--- src/rtl/pcie_tlp_stream_adapter.sv ---
// pcie_tlp_stream_adapter: bridges TLP-level Avalon-ST streams to/from the PCIe hard IP, with RX framing checks and statistics.
// Latency: 1 cycle from accepted input beat to output beat in each direction when the output is not stalled.
// Backpressure: each direction has a 2-entry skid buffer; upstream ready is a flop that drops only when both entries are full.
//
// Ports:
//   clk, reset_n                       sole clock, synchronous active-low reset
//   tlp_tx_st_* -> phy_tx_st_*         TX path; empty converted from 32-bit to 64-bit units, channel discarded
//   phy_rx_st_* -> tlp_rx_st_*         RX path; empty converted from 64-bit to 32-bit units, framing enforced
//   stat_clear, stat_*                 synchronous counter clear and wrap-around statistics counters

// Two-entry skid buffer: an output register plus one overflow register.
// Ready is registered and computed from the next-state occupancy, so it never
// depends combinationally on in_vld or out_rdy.
module pcie_tlp_skid #(
  parameter int W = 8
) (
  input  logic         clk,
  input  logic         reset_n,
  input  logic         in_vld,
  output logic         in_rdy,
  input  logic [W-1:0] in_dat,
  output logic         out_vld,
  input  logic         out_rdy,
  output logic [W-1:0] out_dat
);

  logic         out_vld_q, out_vld_d;
  logic         skid_vld_q, skid_vld_d;
  logic         rdy_q;
  logic [W-1:0] out_dat_q, out_dat_d;
  logic [W-1:0] skid_dat_q, skid_dat_d;
  logic         in_fire;
  logic         out_free;

  assign in_fire  = in_vld & rdy_q;
  // Output register can take a new beat if it is empty or being drained now.
  assign out_free = ~out_vld_q | out_rdy;

  always_comb begin
    out_vld_d  = out_vld_q;
    out_dat_d  = out_dat_q;
    skid_vld_d = skid_vld_q;
    skid_dat_d = skid_dat_q;
    if (out_free) begin
      if (skid_vld_q) begin
        // Overflow entry is older than anything on the input; it goes first.
        // rdy_q is low whenever skid_vld_q is set, so no input beat arrives here.
        out_vld_d  = 1'b1;
        out_dat_d  = skid_dat_q;
        skid_vld_d = 1'b0;
      end else begin
        out_vld_d = in_fire;
        if (in_fire) begin
          out_dat_d = in_dat;
        end
      end
    end else if (in_fire) begin
      // Output stalled: park the beat accepted on the strength of last cycle's ready.
      skid_vld_d = 1'b1;
      skid_dat_d = in_dat;
    end
  end

  always_ff @(posedge clk) begin
    if (!reset_n) begin
      out_vld_q  <= 1'b0;
      out_dat_q  <= '0;
      skid_vld_q <= 1'b0;
      skid_dat_q <= '0;
      rdy_q      <= 1'b0;
    end else begin
      out_vld_q  <= out_vld_d;
      out_dat_q  <= out_dat_d;
      skid_vld_q <= skid_vld_d;
      skid_dat_q <= skid_dat_d;
      rdy_q      <= ~skid_vld_d;
    end
  end

  assign in_rdy  = rdy_q;
  assign out_vld = out_vld_q;
  assign out_dat = out_dat_q;

endmodule

module pcie_tlp_stream_adapter #(
  parameter int DATA_W    = 256,
  parameter int CHANNEL_W = 8,
  parameter int CNT_W     = 32,
  localparam int PE_W     = $clog2(DATA_W / 64),
  localparam int TE_W     = $clog2(DATA_W / 32)
) (
  input  logic                 clk,
  input  logic                 reset_n,

  // TX: hard-IP side source
  output logic [DATA_W-1:0]    phy_tx_st_data,
  output logic                 phy_tx_st_startofpacket,
  output logic                 phy_tx_st_endofpacket,
  output logic                 phy_tx_st_error,
  output logic [PE_W-1:0]      phy_tx_st_empty,
  output logic                 phy_tx_st_valid,
  input  logic                 phy_tx_st_ready,

  // RX: hard-IP side sink
  input  logic [DATA_W-1:0]    phy_rx_st_data,
  input  logic [PE_W-1:0]      phy_rx_st_empty,
  input  logic                 phy_rx_st_error,
  input  logic                 phy_rx_st_startofpacket,
  input  logic                 phy_rx_st_endofpacket,
  input  logic                 phy_rx_st_valid,
  output logic                 phy_rx_st_ready,

  // RX: TLP side source
  output logic [DATA_W-1:0]    tlp_rx_st_data,
  output logic [TE_W-1:0]      tlp_rx_st_empty,
  output logic                 tlp_rx_st_endofpacket,
  output logic                 tlp_rx_st_error,
  output logic                 tlp_rx_st_startofpacket,
  output logic                 tlp_rx_st_valid,
  input  logic                 tlp_rx_st_ready,

  // TX: TLP side sink
  input  logic [DATA_W-1:0]    tlp_tx_st_data,
  input  logic [TE_W-1:0]      tlp_tx_st_empty,
  input  logic [CHANNEL_W-1:0] tlp_tx_st_channel,
  input  logic                 tlp_tx_st_endofpacket,
  input  logic                 tlp_tx_st_startofpacket,
  input  logic                 tlp_tx_st_valid,
  output logic                 tlp_tx_st_ready,

  // Statistics
  input  logic                 stat_clear,
  output logic [CNT_W-1:0]     stat_tx_pkts,
  output logic [CNT_W-1:0]     stat_rx_pkts,
  output logic [CNT_W-1:0]     stat_rx_drop_beats,
  output logic [CNT_W-1:0]     stat_rx_frame_errs
);

  typedef struct packed {
    logic [DATA_W-1:0] dat;
    logic [PE_W-1:0]   empty;
    logic              sop;
    logic              eop;
  } tx_beat_t;

  typedef struct packed {
    logic [DATA_W-1:0] dat;
    logic [TE_W-1:0]   empty;
    logic              err;
    logic              sop;
    logic              eop;
  } rx_beat_t;

  typedef enum logic {
    IDLE   = 1'b0,
    IN_PKT = 1'b1
  } rx_state_t;

  // ---------------------------------------------------------------- TX path
  tx_beat_t tx_in, tx_out;

  // Dropping the low dword bit rounds an odd dword count down, so a partially
  // filled qword is still sent whole.
  assign tx_in.dat   = tlp_tx_st_data;
  assign tx_in.empty = tlp_tx_st_empty[TE_W-1:1];
  assign tx_in.sop   = tlp_tx_st_startofpacket;
  assign tx_in.eop   = tlp_tx_st_endofpacket;

  pcie_tlp_skid #(.W($bits(tx_beat_t))) u_tx_skid (
    .clk     (clk),
    .reset_n (reset_n),
    .in_vld  (tlp_tx_st_valid),
    .in_rdy  (tlp_tx_st_ready),
    .in_dat  (tx_in),
    .out_vld (phy_tx_st_valid),
    .out_rdy (phy_tx_st_ready),
    .out_dat (tx_out)
  );

  assign phy_tx_st_data          = tx_out.dat;
  assign phy_tx_st_empty         = tx_out.empty;
  assign phy_tx_st_startofpacket = tx_out.sop;
  assign phy_tx_st_endofpacket   = tx_out.eop;
  assign phy_tx_st_error         = 1'b0;

  // Channel is accepted on every value and has no effect; the low empty bit is
  // folded away by the qword conversion.
  logic unused_tx_fields;
  assign unused_tx_fields = ^{tlp_tx_st_channel, tlp_tx_st_empty[0]};

  // ---------------------------------------------------------------- RX path
  rx_state_t rx_state_q, rx_state_d;
  logic      rx_acc;
  logic      rx_fwd;
  logic      rx_err;
  logic      rx_drop;
  logic      rx_ferr;
  rx_beat_t  rx_in, rx_out;

  assign rx_acc = phy_rx_st_valid & phy_rx_st_ready;

  // Framing only looks at beats actually taken from the hard IP.
  always_comb begin
    rx_state_d = rx_state_q;
    rx_fwd     = 1'b0;
    rx_err     = phy_rx_st_error;
    rx_drop    = 1'b0;
    rx_ferr    = 1'b0;
    case (rx_state_q)
      IDLE: begin
        if (rx_acc) begin
          if (phy_rx_st_startofpacket) begin
            rx_fwd = 1'b1;
            if (!phy_rx_st_endofpacket) begin
              rx_state_d = IN_PKT;
            end
          end else begin
            // Orphan beat with no packet open: swallow it.
            rx_drop = 1'b1;
          end
        end
      end
      IN_PKT: begin
        if (rx_acc) begin
          rx_fwd = 1'b1;
          if (phy_rx_st_startofpacket) begin
            // Previous packet never saw eop; flag the new start as errored
            // and treat it as the beginning of the next packet.
            rx_err  = 1'b1;
            rx_ferr = 1'b1;
          end
          if (phy_rx_st_endofpacket) begin
            rx_state_d = IDLE;
          end
        end
      end
      default: rx_state_d = IDLE;
    endcase
  end

  always_ff @(posedge clk) begin
    if (!reset_n) begin
      rx_state_q <= IDLE;
    end else begin
      rx_state_q <= rx_state_d;
    end
  end

  assign rx_in.dat   = phy_rx_st_data;
  assign rx_in.empty = {phy_rx_st_empty, 1'b0};
  assign rx_in.err   = rx_err;
  assign rx_in.sop   = phy_rx_st_startofpacket;
  assign rx_in.eop   = phy_rx_st_endofpacket;

  // rx_fwd already includes the accept handshake, and the skid's ready is a
  // flop, so there is no combinational loop through phy_rx_st_ready.
  pcie_tlp_skid #(.W($bits(rx_beat_t))) u_rx_skid (
    .clk     (clk),
    .reset_n (reset_n),
    .in_vld  (rx_fwd),
    .in_rdy  (phy_rx_st_ready),
    .in_dat  (rx_in),
    .out_vld (tlp_rx_st_valid),
    .out_rdy (tlp_rx_st_ready),
    .out_dat (rx_out)
  );

  assign tlp_rx_st_data          = rx_out.dat;
  assign tlp_rx_st_empty         = rx_out.empty;
  assign tlp_rx_st_error         = rx_out.err;
  assign tlp_rx_st_startofpacket = rx_out.sop;
  assign tlp_rx_st_endofpacket   = rx_out.eop;

  // ---------------------------------------------------------------- statistics
  logic tx_pkt_inc;
  logic rx_pkt_inc;

  assign tx_pkt_inc = phy_tx_st_valid & phy_tx_st_ready & phy_tx_st_endofpacket;
  // RX packets are counted as the eop beat is forwarded into the buffer.
  assign rx_pkt_inc = rx_fwd & phy_rx_st_endofpacket;

  // Clear takes priority over any increment in the same cycle.
  always_ff @(posedge clk) begin
    if (!reset_n || stat_clear) begin
      stat_tx_pkts       <= '0;
      stat_rx_pkts       <= '0;
      stat_rx_drop_beats <= '0;
      stat_rx_frame_errs <= '0;
    end else begin
      if (tx_pkt_inc) stat_tx_pkts       <= stat_tx_pkts       + CNT_W'(1);
      if (rx_pkt_inc) stat_rx_pkts       <= stat_rx_pkts       + CNT_W'(1);
      if (rx_drop)    stat_rx_drop_beats <= stat_rx_drop_beats + CNT_W'(1);
      if (rx_ferr)    stat_rx_frame_errs <= stat_rx_frame_errs + CNT_W'(1);
    end
  end

endmodule
--- config.mk ---
export PLATFORM = sky130hd
export DESIGN_NAME = pcie_tlp_stream_adapter
export DESIGN_NICKNAME = d
export VERILOG_FILES = /design/src/rtl/pcie_tlp_stream_adapter.sv
export SDC_FILE = /design/constraint.sdc
export NUM_CORES = 2
export LEC_CHECK = 0
export BUFFER_PORTS_ARGS = -buffer_cell sky130_fd_sc_hd__buf_2
export CAP_MARGIN = 20
export CORE_AREA = 2 2 458 460
export CTS_CLUSTER_DIAMETER = 80
export CTS_CLUSTER_SIZE = 10
export DETAILED_ROUTE_END_ITERATION = 6
export DIE_AREA = 0 0 460 462
export PLACE_DENSITY = 0.45
export SETUP_SLACK_MARGIN = 0.15
export SYNTH_ARGS = -nofsm -noshare
export SYNTH_HDL_FRONTEND = slang
export SYNTH_SLANG_ARGS = --single-unit
--- constraint.sdc ---
create_clock -name clk -period 3.2 [get_ports clk]
set_input_delay 0.16 -clock clk [delete_from_list [all_inputs] [get_ports clk]]
set_output_delay 0.16 -clock clk [all_outputs]
set_load 0.05 [all_outputs]
Word-level counts from Yosys, hierarchy flattened:

Index checks and enable logic that the tools add are counted.
W data, S select, Z words.

* register bits after elaboration: 1178
* input bits: 537
* output and inout port bits: 655
* logic and storage cells: 68

* add/sub/neg operators: 4
* muxes and demuxes: 26
* bitwise operators: 15
* reductions and logical operators: 8

Operator list (count)
* $mux W262: 2
* $mux W260: 2
* $add A32 B1 Y32 const B: 4
* $mux W1: 20
* $reduce_and A2 Y1: 4
* $not A1 Y1: 7
* $and A1 B1 Y1: 6
* $pmux W1 S2: 2
* $reduce_bool A2 Y1: 2
* $or A1 B1 Y1: 2
* $logic_not A1 Y1: 1
* $logic_or A1 B1 Y1: 1

Logic depth before layout (Yosys ltp):

* word-level depth: 7
* depth in mapped cells: 9
* gate-level depth less buffers: 6

Cells and area by module:

From an unflattened synthesis, not the netlist that was laid out.

* cell total of the unflattened synthesis: 5358
* area, all modules: 50085.5 µm²

By module, submodules not included
* pcie_tlp_skid (u_rx_skid): instances 1, cells each 2341, area an instance 22180.0 µm², sequential area each 10550.1 µm²
* pcie_tlp_skid (u_tx_skid): instances 1, cells each 2324, area an instance 22058.7 µm², sequential area each 10470.0 µm²
* pcie_tlp_stream_adapter: instances 1, cells each 693, area an instance 5846.9 µm², sequential area each 2582.5 µm²

Least setup slack after synthesis:

OpenSTA, ideal clock, no wires.

* path type: flip-flop to flip-flop
* start: register stat_tx_pkts[0]
* end: register stat_tx_pkts[28]
* library setup time: 0.128 ns
* data arrival time: 2.099 ns
* required time: 3.072 ns
* path slack: 0.974 ns
* cell stages (with the launch flop): 8
* path buffers: 1
* period minus slack after synthesis: 2.226 ns
* cell sequence: dfxtp_1 ha_1 nand4_1 or2_2 clkbuf_1 nor4_1 xnor2_1 nor2_1

* cells in the longest elaborated chain, start to end: 1

RTL lines
* start, declared: line 134 `output logic [CNT_W-1:0] stat_tx_pkts,`
* start signal, assigned: line 291 `if (tx_pkt_inc) stat_tx_pkts <= stat_tx_pkts + CNT_W'(1);`
* $add A32 B1 Y32: line 291

Every way passes these cells.
A chain may end at the register's enable or synchronous reset.

Final worst setup path:

* start: register u_tx_skid.out_vld_q, in the netlist u_tx_skid.out_vld
* end: register u_tx_skid.skid_dat_q[186]

* cells in the longest elaborated chain, start to end: 4

RTL lines
* start, declared: line 27 `logic out_vld_q, out_vld_d;`
* start signal, assigned: line 72 `out_vld_q <= out_vld_d;`
* $not A1 Y1: line 37 `assign out_free = ~out_vld_q | out_rdy;`
* $or A1 B1 Y1: line 37
* $not A1 Y1 (no line)
* $reduce_and A2 Y1 (no line)
* end signal, assigned: line 75 `skid_dat_q <= skid_dat_d;`
* end, declared: line 31 `logic [W-1:0] skid_dat_q, skid_dat_d;`

Every way passes these cells.

==> results.sh <==
export IMPL_holdCritPathClass="primary input to register"
export IMPL_rsz0062_at_grt="false"
export IMPL_area_growth_syn_to_layout_pct=37.8
export IMPL_synth_seq_cells=1177
export IMPL_yosysWarnings=0
export IMPL_via_per_inst=4.51
export IMPL_dieHeight_um=462
export IMPL_wire_per_inst_um=20.7
export IMPL_drt_iter0_drc=2432
export IMPL_layout_common_cells="1609 x nand2_1, 1179 x buf_2, 1175 x dfxtp_1"
export IMPL_syn_avg_cell_area_um2=9.23
export IMPL_overflow=0
export IMPL_synth_top_area_cell="dfxtp_1"
export IMPL_final_area_mm2=0.0673
export IMPL_clock_sinks=1177
export IMPL_numCtsBuffers=140
export IMPL_grt_pass1_vias=41200
export IMPL_seq_area_frac_synth_pct=48.3
export IMPL_cp_required_ns=3.84
export IMPL_ant_nets=0
export IMPL_layout_drive_gt1_share_pct=21.4
export IMPL_io_buffers=1180
export IMPL_cts_buffer_depth=3
export IMPL_peakVddDrop_v=0.000500
export IMPL_fp_dieW_um=460
export IMPL_ioPinCount=1192
export IMPL_cpLargestDelayFamily="buffers and inverters"
export IMPL_grt_antenna_before_repair=64
export IMPL_place_congestion=0.833
export IMPL_crit_chain="nor2b_4 > nand3_4 > buf_4 > nand2_1 > a21boi_0 > dlygate4sd3_1"
export IMPL_cp_arrival_ns=3.36
export IMPL_p_leak_nw=30.6
export IMPL_maxSlewViolCount=0
export IMPL_fin_nets=7376
export IMPL_grt_max_degree=173
export IMPL_h_tree_depth=4
export IMPL_finClkSkew_ns=0.0460
export IMPL_critical_path_class="register to register"
export IMPL_tightest_slew_ns=0.949
export IMPL_wirelength_um=199000
export IMPL_slew_headroom_pct=36.1
export IMPL_tns_ns=0
export IMPL_dr_pass1_iters=7
export IMPL_netlist_instances=5290
export IMPL_p_per_area_mw_per_mm2=518
export IMPL_layout_cells_most_common="nand2_1"
export IMPL_synth_area_mm2=0.0488
export IMPL_finalPower_w=0.0349
export IMPL_synth_top_area_share_pct=48.3
export IMPL_core_rowCount=168
export IMPL_cts_tree="built"
export IMPL_dr_total_vias=43400
export IMPL_maxCapViolCount=0
export IMPL_grt_pass1_wl_um=283000
export IMPL_drc_errors=0
export IMPL_placed_cell_area_mm2=0.0576
export IMPL_post_route_period_util_pct=84.9
export IMPL_hpwl_um=143000
export IMPL_core_mm2=0.208
export IMPL_fmax_mhz=368
export IMPL_die_area_mm2=0.213
export IMPL_critPathMaxFanout=37
export IMPL_initial_utilization_pct=23.5
export IMPL_clk_latency_ns=0.78
export IMPL_status="finished clean"
export IMPL_cp_num_buf_inv=2
export IMPL_cts_root_buffer="clkbuf_16"
export IMPL_track_usage_pct=17.7
export IMPL_fin_crit_ns=2.72
export IMPL_final_util_pct=32.3
export IMPL_finalSetupViolations=0
export IMPL_dp_cells=8846
export IMPL_clkSlewWorstSetupHoldPaths_ns=0.06
export IMPL_end_kind="register"
export IMPL_synth_cell_types=41
export IMPL_final_hold_viol_count=0
export IMPL_finalNonFillerCells=9615
export IMPL_synthTopCellsByArea="dfxtp_1 48%, nand2_1 12%, mux2i_1 11%, o211a_1 11%, a21boi_0 8.0%"
export IMPL_slowest_stage="dlygate4sd3_1"
export IMPL_start_kind="register"
export IMPL_max_stage_delay_ns=0.57
per-layer routing:
| layer | track usage, % | vias to the layer above | share of wire, % |
|---|---|---|---|
| met5 | 0 | - | 0.093 |
| met4 | 4.97 | 28 | 2.7 |
| met3 | 6.31 | 255 | 8.3 |
| met2 | 28.4 | 1193 | 45 |
| met1 | 22.2 | 20700 | 44 |
| li1 | - | 21200 | - |
power by group:
group | internal, W | total (W) | switching [W]
registers | 0.0151 | 0.0154 | 0.000262
logic | 0.00162 | 0.00489 | 0.00327
clock network | 0.00795 | 0.0146 | 0.00660
metrics by stage:
step | setup WS (ns) | hold WS (ns)
4_1_cts | 0.250 | 0.0975
3_5_place_dp | 0.677 | 0.427
5_1_grt | 0.256 | 0.138
2_1_floorplan | 0.974 | 0.305
6_report | 0.484 | 0.181
3_3_place_gp | 0.740 | 0.421
sequential cells by signal (all words and copies together), names as in the netlist, 32 cells and up:
signal / flops
stat_tx_pkts: 32
stat_rx_frame_errs: 32
stat_rx_pkts: 32
u_tx_skid.skid_dat_q: 260
u_rx_skid.out_dat: 261
u_tx_skid.out_dat: 260
u_rx_skid.skid_dat_q: 261
stat_rx_drop_beats: 32
worst paths after layout:
kind                                                start                         to  slack, ns  depth (start not counted)
worst max-delay path                    u_tx_skid.out_vld  u_tx_skid.skid_dat_q[186]       0.48                          6
worst min-delay path                  tlp_tx_st_data[133]  u_tx_skid.skid_dat_q[137]       0.18                          4
worst max register to register          u_tx_skid.out_vld  u_tx_skid.skid_dat_q[186]       0.48                          6
worst min register to register  u_tx_skid.skid_dat_q[254]  u_tx_skid.skid_dat_q[254]       0.46                          2
area by class of cell:
cell class | count | area (um2)
diodes | 35 | 87.6
clock buffers | 144 | 3550
clock inverters | 23 | 347
fillers | 21900 | 141000
inverters | 19 | 71.3
multi-input cells | 3660 | 23500
flip-flops and latches | 1177 | 23600
well taps | 2720 | 3400
repair buffers | 1837 | 12700
tightest hold or removal path: cells and delay by family:
kind            cells  cell delay (ns)
simple gates        1             0.04
compound gates      1             0.06
buf+inv             2             0.66
logic make-up (layout without fill, tap and decap cells):
logic type / after synthesis / in the layout / synth area share, %
buffers and inverters: 455 / 2023 / 3.71
AOI/OAI and AO/OA: 1081 / 1081 / 19.2
muxes: 522 / 522 / 10.7
DFF: 1177 / 1177 / 48.3
adders and majority gates: 4 / 4 / 0.103
other: 1 / 37 / 0.00768
and+or+nand+nor: 1942 / 1943 / 16.1
xor gates and xnor gates: 108 / 108 / 1.94
cells in the mapped netlist, drive strengths merged:
cell type / number
a21boi: 522
a21o: 1
a21oi: 17
a31oi: 1
and2: 4
and3: 21
and4: 18
and4bb: 1
buf: 89
clkbuf: 347
conb: 1
dfxtp: 1177
ha: 4
inv: 19
mux2i: 522
nand2: 1609
nand2b: 6
nand3: 45
nand4: 41
nor2: 125
nor2b: 5
nor3: 31
nor3b: 1
nor4: 19
o2111ai: 1
o211a: 521
o211ai: 4
o21a: 1
o21ai: 13
or2: 2
or3: 11
or4: 3
xnor2: 57
xor2: 51
timing repair:
action,4_1_cts,5_1_grt
setup endpoints to repair,0,5
hold endpoints to repair,1076,0
resized for setup,0,2
hold buffers,561,0
buffers inserted,0,5
Note: power is estimated with default switching activity, not from simulation.
